<file path="src/rtl/cache_perf_monitor.sv">
// cache_perf_monitor: saturating per-channel access/miss counters with
// snapshot shadow registers and a registered readout mux.
module cache_perf_monitor #(
  parameter int NCH   = 3,
  parameter int CNT_W = 16,
  parameter int SEL_W = 2
) (
  input  logic             clk,
  input  logic             rst,
  input  logic             en,
  input  logic             clr,
  input  logic             snap,
  input  logic [NCH-1:0]   acc_req,
  input  logic [NCH-1:0]   acc_stall,
  input  logic [NCH-1:0]   miss_req,
  input  logic [SEL_W-1:0] sel,
  output logic [CNT_W-1:0] rd_acc,
  output logic [CNT_W-1:0] rd_miss,
  output logic [CNT_W-1:0] rd_cycles,
  output logic             rd_ovf,
  output logic             rd_valid
);
  localparam logic [CNT_W-1:0] MAX   = '1;
  localparam logic [SEL_W:0]   NCH_L = (SEL_W+1)'(NCH);
  logic [CNT_W-1:0] acc_q [NCH];
  logic [CNT_W-1:0] acc_d [NCH];
  logic [CNT_W-1:0] miss_q [NCH];
  logic [CNT_W-1:0] miss_d [NCH];
  logic [CNT_W-1:0] sacc_q [NCH];
  logic [CNT_W-1:0] smiss_q [NCH];
  logic [CNT_W-1:0] cyc_q, cyc_d, scyc_q;
  logic [CNT_W-1:0] rd_acc_q, rd_acc_d, rd_miss_q, rd_miss_d, rd_cyc_q;
  logic [NCH-1:0]   ovf_q, ovf_d, sovf_q, prev_q, acc_ev, miss_ev;
  logic             snapped_q, rd_ovf_q, rd_ovf_d, rd_valid_q, sel_ok;
  assign acc_ev  = {NCH{en}} & acc_req & ~acc_stall;
  assign miss_ev = {NCH{en}} & miss_req & ~prev_q;
  assign sel_ok  = {1'b0, sel} < NCH_L;
  always_comb begin
    for (int i = 0; i < NCH; i++) begin
      acc_d[i]  = clr ? '0 : acc_q[i] + CNT_W'(acc_ev[i] && acc_q[i] != MAX);
      miss_d[i] = clr ? '0 : miss_q[i] + CNT_W'(miss_ev[i] && miss_q[i] != MAX);
      ovf_d[i]  = !clr && (ovf_q[i] || (acc_ev[i] && acc_q[i] == MAX) || (miss_ev[i] && miss_q[i] == MAX));
    end
    cyc_d     = clr ? '0 : cyc_q + CNT_W'(en && cyc_q != MAX);
    rd_acc_d  = sel_ok ? sacc_q[sel] : '0;
    rd_miss_d = sel_ok ? smiss_q[sel] : '0;
    rd_ovf_d  = sel_ok && sovf_q[sel];
  end
  // prev_q tracks miss_req unconditionally so re-enabling never fakes a miss edge
  always_ff @(posedge clk or posedge rst) begin
    if (rst) begin
      acc_q      <= '{default: '0};
      miss_q     <= '{default: '0};
      sacc_q     <= '{default: '0};
      smiss_q    <= '{default: '0};
      cyc_q      <= '0;
      scyc_q     <= '0;
      ovf_q      <= '0;
      sovf_q     <= '0;
      prev_q     <= '0;
      snapped_q  <= 1'b0;
      rd_acc_q   <= '0;
      rd_miss_q  <= '0;
      rd_cyc_q   <= '0;
      rd_ovf_q   <= 1'b0;
      rd_valid_q <= 1'b0;
    end else begin
      acc_q      <= acc_d;
      miss_q     <= miss_d;
      cyc_q      <= cyc_d;
      ovf_q      <= ovf_d;
      prev_q     <= miss_req;
      if (snap) begin
        sacc_q  <= acc_q;
        smiss_q <= miss_q;
        scyc_q  <= cyc_q;
        sovf_q  <= ovf_q;
      end
      snapped_q  <= snapped_q | snap;
      rd_acc_q   <= rd_acc_d;
      rd_miss_q  <= rd_miss_d;
      rd_cyc_q   <= scyc_q;
      rd_ovf_q   <= rd_ovf_d;
      rd_valid_q <= snapped_q;
    end
  end
  assign rd_acc    = rd_acc_q;
  assign rd_miss   = rd_miss_q;
  assign rd_cycles = rd_cyc_q;
  assign rd_ovf    = rd_ovf_q;
  assign rd_valid  = rd_valid_q;
endmodule

</file>
<file path="config.mk">
export PLATFORM = sky130hd
export DESIGN_NAME = cache_perf_monitor
export DESIGN_NICKNAME = d
export VERILOG_FILES = /design/src/rtl/cache_perf_monitor.sv
export SDC_FILE = /design/constraint.sdc
export NUM_CORES = 1
export LEC_CHECK = 0
export ABC_AREA = 1
export BUFFER_PORTS_ARGS = -buffer_cell sky130_fd_sc_hd__buf_2
export CAP_MARGIN = 20
export CELL_PAD_IN_SITES_DETAIL_PLACEMENT = 2
export CELL_PAD_IN_SITES_GLOBAL_PLACEMENT = 2
export CORE_AREA = 4 4 196 198
export DETAILED_ROUTE_END_ITERATION = 10
export DIE_AREA = 0 0 200 202
export GPL_TIMING_DRIVEN = 1
export MAX_ROUTING_LAYER = met4
export PLACE_DENSITY_LB_ADDON = 0.08
export REMOVE_ABC_BUFFERS = 1
export SETUP_SLACK_MARGIN = 0.5
export SYNTH_ARGS = -nofsm -noshare
export SYNTH_HDL_FRONTEND = slang
export SYNTH_SLANG_ARGS = --single-unit
</file>
<file path="constraint.sdc">
create_clock -name clk -period 8 [get_ports clk]
set_input_delay 0.8 -clock clk [delete_from_list [all_inputs] [get_ports clk]]
set_output_delay 0.8 -clock clk [all_outputs]
set_load 0.05 [all_outputs]
</file>
==> metrics.md, run 1 <==
| Metric | Value |
|---|---|
| Status | `complete, no violations` |
| R2r setup slk | `~5.5 ns` |
| DRT Wirelength | `between 30 and 40 mm` |
| Max_cap viols | `0` |
| Number of enable-type register cells in the synthesized netlist | `0` |
| Slew margin rel. | `36.2%` |
| RR Startpoint | `acc_q[39]$_DFF_PP0_` |
| Worst-Margin Slew | `~0.96 ns` |
| CTS resizes | `0` |
| Slowest cell delay on critical path | `0.44 ns` |
| Core Region | `36,500 µm²` |
| # IOs | `66` |
| Vias per inst | `4.93` |
| Register area share after synthesis | `57.6%` |
| GPL Wtd Cong | `0.784` |
| HP Class | `input pin to async pin` |
| Largest net degree at the start of global routing | `140` |
| Synthesized instance count | `1,451` |
| Worst setup SP type | `flop` |
| Final setup viols | `0` |
| Routed Antenna Nets | `0` |
| Share of the synthesized area in the top cell type | `a little under three fifths` |
| Most common cell on crit path | `nand2_1` |
| Critical Path, Cell by Cell | `nand2_1 -> nor2_1 -> nand2_1 -> nor2_1 -> nor3_1 -> ha_1 -> nand2_1 -> nor2_2 -> nand2_2 -> nor2_4 -> o21ai_0 -> a21oi_1` |
| Crit-path leading delay family | `simple AND/OR/NAND/NOR gates` |
| Initial DRC Count | `440` |
| Top Layer Used | `met4` |
| Via count | `9,892` |
| Crit path time final | `2.50 ns` |
| Worst Hold Slack | `0.317 ns` |
| Post-CTS Hold Buffers | `0` |
| Yosys reg bits | `284` |
| Number of H-tree levels | `2` |
| CTS tree | `built` |
| Overflow after GRT | `0` |
| DR WL met2 | `17.6 mm` |
| Pwr/cell area | `221 nW/µm²` |
| Clk Latency, worst-skew pair | `0.52 ns` |
| Post-synth top flop | `dfrtp_1` |
| Synth cell count leaders | `nand2_1 (368), dfrtp_1 (284), nor2_1 (208)` |
| Die width | `200 µm` |
| Synth cell types | `32` |
| CP Max Fanout | `5` |
| FF-to-FF path depth | `12` |
| Metal3 WL | `930 µm` |
| Crit path max-delay cell type | `nor3_1` |
| Area occupied by multi-input gates | `roughly 4400 µm²` |
| Leak | `6.64 nW` |
| Max-slew violations | `0` |
| Clock buffer depth | `3` |
| FF/Latch Area | `roughly 7000 µm²` |
| Share of cells above drive strength 1 | `between 10% and 20%` |
| Cell taking the most area after synthesis | `dfrtp_1` |
| Wire length on met1 | `17.4 mm` |
| Final hold viol count | `0` |
| Design Power | `3.16 mW` |
| Max frequency | `0.399 GHz` |
| Vias in the first global route | `10,935` |
| Clock Skews | `about 0.0087 ns` |
| Critical Path RT | `around 8.4 ns` |
| Nets | `1,542` |
| Crit end category | `flop` |
| Num CTS Buffers | `35` |
| Port Buffer Count | `65` |
| Clk sinks | `284` |
| Period utilisation layout | `between 30 and 40%` |
| First drt pass iteration count | `4` |
| Clock root buffer | `clkbuf_16` |
| Mapped Avg Cell Area | `8.50 µm²` |
| Worst-path clk slew | `0.06 ns` |
| Area contributors post-synth | `dfrtp_1 (58%), nand2_1 (11%), nor2_1 (6.3%)` |
| Drt drc | `0` |
| Initial antenna violation count | `0` |
| Antenna Cells | `0` |
| Initial Util | `roughly a third` |
| Post-CTS Setup Bufs | `0` |
| Most common cell in the netlist | `nand2_1` |
| Yosys warns | `0` |
| Synth async-reset ratio | `100%` |
| Area delta synth->final | `16.0%` |
| Die height | `202 µm` |
| Worst vdd ir | `125 µV` |
| Fillers | `4,129` |
| Routed len/inst | `18.2 µm` |
| DIE AREA | `just over 40,000 µm²` |
| First-pass GRT wire length | `around 60 mm` |
| Worst path buffer plus inverter count | `0` |
| Hpwl dp | `roughly 25 mm` |
| Gr usage total | `19.0%` |
| Row count | `70` |
| Post-Syn Area | `12,300 µm²` |
| Setup Total Neg Slack | `0 ns` |
| RSZ-0062 raised after global routing | `no` |
| Arrival time at the worst endpoint | `between 2 and 3 ns` |
| Worst r2r dst | `acc_q[39]$_DFF_PP0_` |
| Critical path class | `flop to flop` |
-- sequential cells by signal (all words and copies together), names as in the netlist --
name / flops
acc_q: 48
scyc_q: 16
miss_q: 48
rd_ovf: 1
smiss_q: 48
sovf_q: 3
rd_valid: 1
cyc_q: 16
sacc_q: 48
ovf_q: 3
rd_cycles: 16
rd_miss: 16
prev_q: 3
rd_acc: 16
snapped_q: 1
-- logic make-up (layout without fill, tap and decap cells) --
group                      count (synthesis)  in the layout  synth area share (%)
adders and majority gates                 14             14                  1.42
buffers and inverters                    210            296                  6.71
AOI/OAI and AO/OA                        263            263                  11.4
xor gates and xnor gates                   5              5                 0.355
and+or+nand+nor                          675            675                  22.5
DFF                                      284            284                  57.6
-- final cells by class --
| class | instances | area share, % |
|---|---|---|
| flip-flops and latches | 284 | 49.6 |
| clock buffers | 49 | 6.97 |
| well taps | 468 | 4.09 |
| clock inverters | 13 | 0.900 |
| multi-input cells | 957 | 30.8 |
| repair buffers | 76 | 3.43 |
| inverters | 158 | 4.20 |
-- per-stage QoR --
stage	instances	utilization (%)	cell area (µm²)	worst slack (ns)
final	2005	39.2	14300	5.50
after global routing	2005	39.2	14300	5.22
after CTS	2002	39.0	14200	5.42
after detailed placement	1940	35.9	13100	5.00
after global placement	1939	35.8	13100	5.01
after floorplan	1399	-	12100	-0.636
-- how the worst max path moves through the flow --
stage	start	to	slack (ns)	cells past startpoint
detailed placement	clr	cyc_q[4]$_DFF_PP0_	5.00	5
CTS	acc_q[39]$_DFF_PP0_	acc_q[39]$_DFF_PP0_	5.42	12
global placement	sel[0]	rd_acc[7]$_DFF_PP0_	5.01	5
global route	acc_q[33]$_DFF_PP0_	acc_q[39]$_DFF_PP0_	5.22	12
finish	acc_q[39]$_DFF_PP0_	acc_q[39]$_DFF_PP0_	5.50	12
floorplan	rst	acc_q[0]$_DFF_PP0_	-0.64	1
-- where the power goes --
group          switching, mW  internal (mW)
registers            0.00937           1.45
logic                  0.111         0.0286
clock network          0.627          0.938
-- worst register-to-register path: cells and delay by family, from the launching register on --
| family | cells | cell delay [ns] |
|---|---|---|
| AO/OA/AOI/OAI | 2 | 0.29 |
| adder cells (fa/ha/maj) | 1 | 0.27 |
| flip-flops | 1 | 0.42 |
| AND/OR/NAND/NOR | 9 | 1.44 |
-- per-layer routing --
layer | up-vias | GRT usage, %
met2 | 102 | 30.5
met1 | 5019 | 26.0
met3 | 40 | 2.53
met4 | 0 | 3.49
met5 | - | -
li1 | 4731 | -
-- cell usage in the layout (no fill, tap or decap), types with 2 or more instances in the layout --
cell type,n
o21ai_1,5
inv_1,152
a21oi_1,78
nand3_1,28
clkbuf_1,7
nor2_4,8
nor2_2,17
nand3_2,2
nand4_1,5
nor3_1,20
inv_2,5
clkinv_2,7
buf_2,64
o21ai_0,141
nand2_1,368
o32ai_1,15
buf_4,8
nand2_2,15
clkbuf_16,35
a31oi_1,3
buf_16,4
bufinv_16,2
nor2_1,208
xor2_1,4
ha_1,14
clkbuf_8,7
inv_6,3
dfrtp_1,284
o22ai_1,18
Note: power is estimated with default switching activity, not from simulation.
==> run 2, diff against run 1 <==
CORE_AREA = 4 4 186 188   (was 4 4 196 198)
DIE_AREA = 0 0 190 192   (was 0 0 200 202)
clock period = 2.5 ns   (was 8 ns; I/O delays follow)
==> run 2 against run 1 <==
Critical path depth rose by 2. Maximum frequency increased by 18%. Core utilization grew 9.8 points. Flip-flop and latch count is the same. Register-to-register slack worse by 5.1 ns. Cell count is 6.4% higher. Die area is 9.7% lower. Wire length grew 22%. First-iteration DRC count shrank 10%. Critical path type unchanged. Sequential share of layout area is 5.6 points lower.
==> metrics.md, run 2 (same netlist as run 1, synthesis figures left out) <==
| Metric | Value |
|---|---|
| Vias per inst | `5.10 (was 4.93)` |
| Die height | `192 µm (was 202 µm)` |
| Clk Latency, worst-skew pair | `0.52 ns (about the same)` |
| Port Buffer Count | `65 (unchanged)` |
| Initial DRC Count | `396 (was 440)` |
| Number of H-tree levels | `2 (unchanged)` |
| Pwr/cell area | `636 nW/µm² (was 221 nW/µm²)` |
| Clock buffer depth | `3 (unchanged)` |
| Design area | `16,200 µm² (was 14,300 µm²)` |
| Placed cell area | `13,200 µm² (was 13,100 µm²)` |
| Nets | `1,691 (was 1,542)` |
| Met2 Usage GRT | `36.6% (was 30.5%)` |
| Met1 GRT Util | `29.6% (was 26.0%)` |
| Max frequency | `0.472 GHz (was 0.399 GHz)` |
| Worst vdd ir | `453 µV (was 125 µV)` |
| # IOs | `66 (unchanged)` |
| CTS tree | `built (unchanged)` |
| Gr usage total | `22.1% (was 19.0%)` |
| Overflow after GRT | `0 (unchanged)` |
| GRT met3 Usage | `2.54% (was 2.53%)` |
| Cell total after placement | `1,931 (was 1,940)` |
| Most common cell after layout, fill and taps aside | `nand2_1 (unchanged)` |
| GR peak layer | `met2 (unchanged)` |
| Worst-Margin Slew | `0.728 ns (was 0.957 ns)` |
| Critical path class | `flop to flop (unchanged)` |
| Slew margin rel. | `51.3% (was 36.2%)` |
| First drt pass iteration count | `4 (unchanged)` |
| Crit end category | `flop (unchanged)` |
| Largest net degree at the start of global routing | `128 (was 140)` |
| Clk sinks | `284 (unchanged)` |
| Worst setup SP type | `flop (unchanged)` |
| Die width | `190 µm (was 200 µm)` |
| Initial Util | `37.3% (was 33.8%)` |
| Final setup viols | `0 (unchanged)` |
| First-pass GRT wire length | `62.8 mm (was 60.3 mm)` |
| CP Max Fanout | `5 (unchanged)` |
| Clock Skews | `0.0147 ns (was 0.00869 ns)` |
| Core Region | `33,100 µm² (was 36,500 µm²)` |
| Crit path time final | `2.12 ns (was 2.50 ns)` |
| Critical Path RT | `2.92 ns (was 8.43 ns)` |
| Period utilisation layout | `84.7% (was 31.3%)` |
| Setup Total Neg Slack | `0 ns (unchanged)` |
| Num CTS Buffers | `36 (was 35)` |
| Drt drc | `0 (unchanged)` |
| Fillers | `3,557 (was 4,129)` |
| Routed Antenna Nets | `0 (unchanged)` |
| Worst-path clk slew | `0.06 ns (about the same)` |
| Max-slew violations | `0 (unchanged)` |
| Vias in the first global route | `11,406 (was 10,935)` |
| GPL Wtd Cong | `0.776 (was 0.784)` |
| Via count | `10,880 (was 9,892)` |
| RSZ-0062 raised after global routing | `yes (was no)` |
| Clock root buffer | `clkbuf_16 (unchanged)` |
| R2r setup slk | `0.38 ns (was 5.50 ns)` |
| DRT Wirelength | `44.4 mm (was 36.5 mm)` |
| Routed len/inst | `20.8 µm (was 18.2 µm)` |
| Share of cells above drive strength 1 | `29.2% (was 11.8%)` |
| Row count | `67 (was 70)` |
| DIE AREA | `36,500 µm² (was 40,400 µm²)` |
| Arrival time at the worst endpoint | `2.54 ns (was 2.94 ns)` |
| Area delta synth->final | `31.4% (was 16.0%)` |
| Initial antenna violation count | `0 (unchanged)` |
| Antenna Cells | `0 (unchanged)` |
| HP Class | `input pin to flop (was input pin to async pin)` |
| Final hold viol count | `0 (unchanged)` |
| Max_cap viols | `0 (unchanged)` |
| Finished Layout Cells | `2,133 (was 2,005)` |
| Leak | `7.79 nW (was 6.64 nW)` |
| Final core occ | `49.0% (was 39.2%)` |
| Commonest cells after routing, fill and taps aside | `nand2_1 (304), dfrtp_1 (255), nor2_1 (181), buf_4 (147), inv_1 (144) (was nand2_1 (368), dfrtp_1 (284), nor2_1 (208), inv_1 (152), o21ai_0 (141))` |
| Hpwl dp | `25.2 mm (was 24.6 mm)` |
| Status | `complete, no violations (unchanged)` |
-- run 2: path summary, 6_finish.rpt --
path	endpoint	startpoint	cells past startpoint
setup / recovery	acc_q[41]$_DFF_PP0_	acc_q[36]$_DFF_PP0_	14
hold / removal	ovf_q[2]$_DFF_PP0_	acc_stall[2]	6
setup reg to reg	acc_q[41]$_DFF_PP0_	acc_q[36]$_DFF_PP0_	14
hold reg to reg	rd_cycles[13]$_DFF_PP0_	scyc_q[13]$_DFFE_PP0P_	0
max in group asynchronous	smiss_q[16]$_DFFE_PP0P_	rst	4
min in group asynchronous	snapped_q$_DFF_PP0_	rst	3
-- run 2: timing repair --
item                                    in CTS  in global routing
buffers inserted                            35                101
hold buffers                                 4                  0
endpoints found under the hold margin       61                  0
resized for setup                           52                187
pin swaps                                   16                 99
endpoints found under the setup margin      63                 76
-- run 2: layer usage --
layer	share of wire [%]	vias up
li1	-	5031
met1	44	5623
met2	50	147
met4	2.5	0
met5	0	-
met3	2.8	79
-- run 2: through the flow --
| stage | hold WS, ns | setup WS, ns | power (mW) |
|---|---|---|---|
| after floorplan | 0.281 | -5.59 | 4.98 |
| after global placement | 0.345 | 0.287 | 5.22 |
| after detailed placement | 0.341 | 0.167 | 5.24 |
| after CTS | 0.129 | 0.430 | 10.4 |
| after global routing | 0.198 | 0.247 | 10.7 |
| final | 0.161 | 0.383 | 10.3 |
-- run 2: cell type report --
cell class | count | area, µm² | area share [%]
flip-flops and latches | 284 | 7140 | 44.1
multi-input cells | 957 | 5110 | 31.5
repair buffers | 224 | 1630 | 10.0
clock buffers | 56 | 1110 | 6.83
inverters | 158 | 606 | 3.74
well taps | 448 | 561 | 3.46
clock inverters | 6 | 55.1 | 0.340
-- run 2: worst max-delay path: stages (launching register included) --
cell,delay (ns)
dfrtp_2,0.45
nand2_1,0.12
nor2_2,0.05
nand2_2,0.08
nor2_4,0.05
nor3_4,0.24
ha_2,0.22
nand2_2,0.09
nor2_4,0.18
nand2_4,0.10
nor2_4,0.10
nand2_2,0.08
nand2_1,0.06
inv_1,0.04
nor2_1,0.15
-- run 2: power by group --
part           switching (mW)  leakage [nW]  internal (mW)  total (mW)
Clock                    2.00         0.578           3.13        5.12
Sequential             0.0257          3.89           4.64        4.66
Combinational           0.406          3.33          0.123       0.530
Total                    2.43          7.79           7.89        10.3
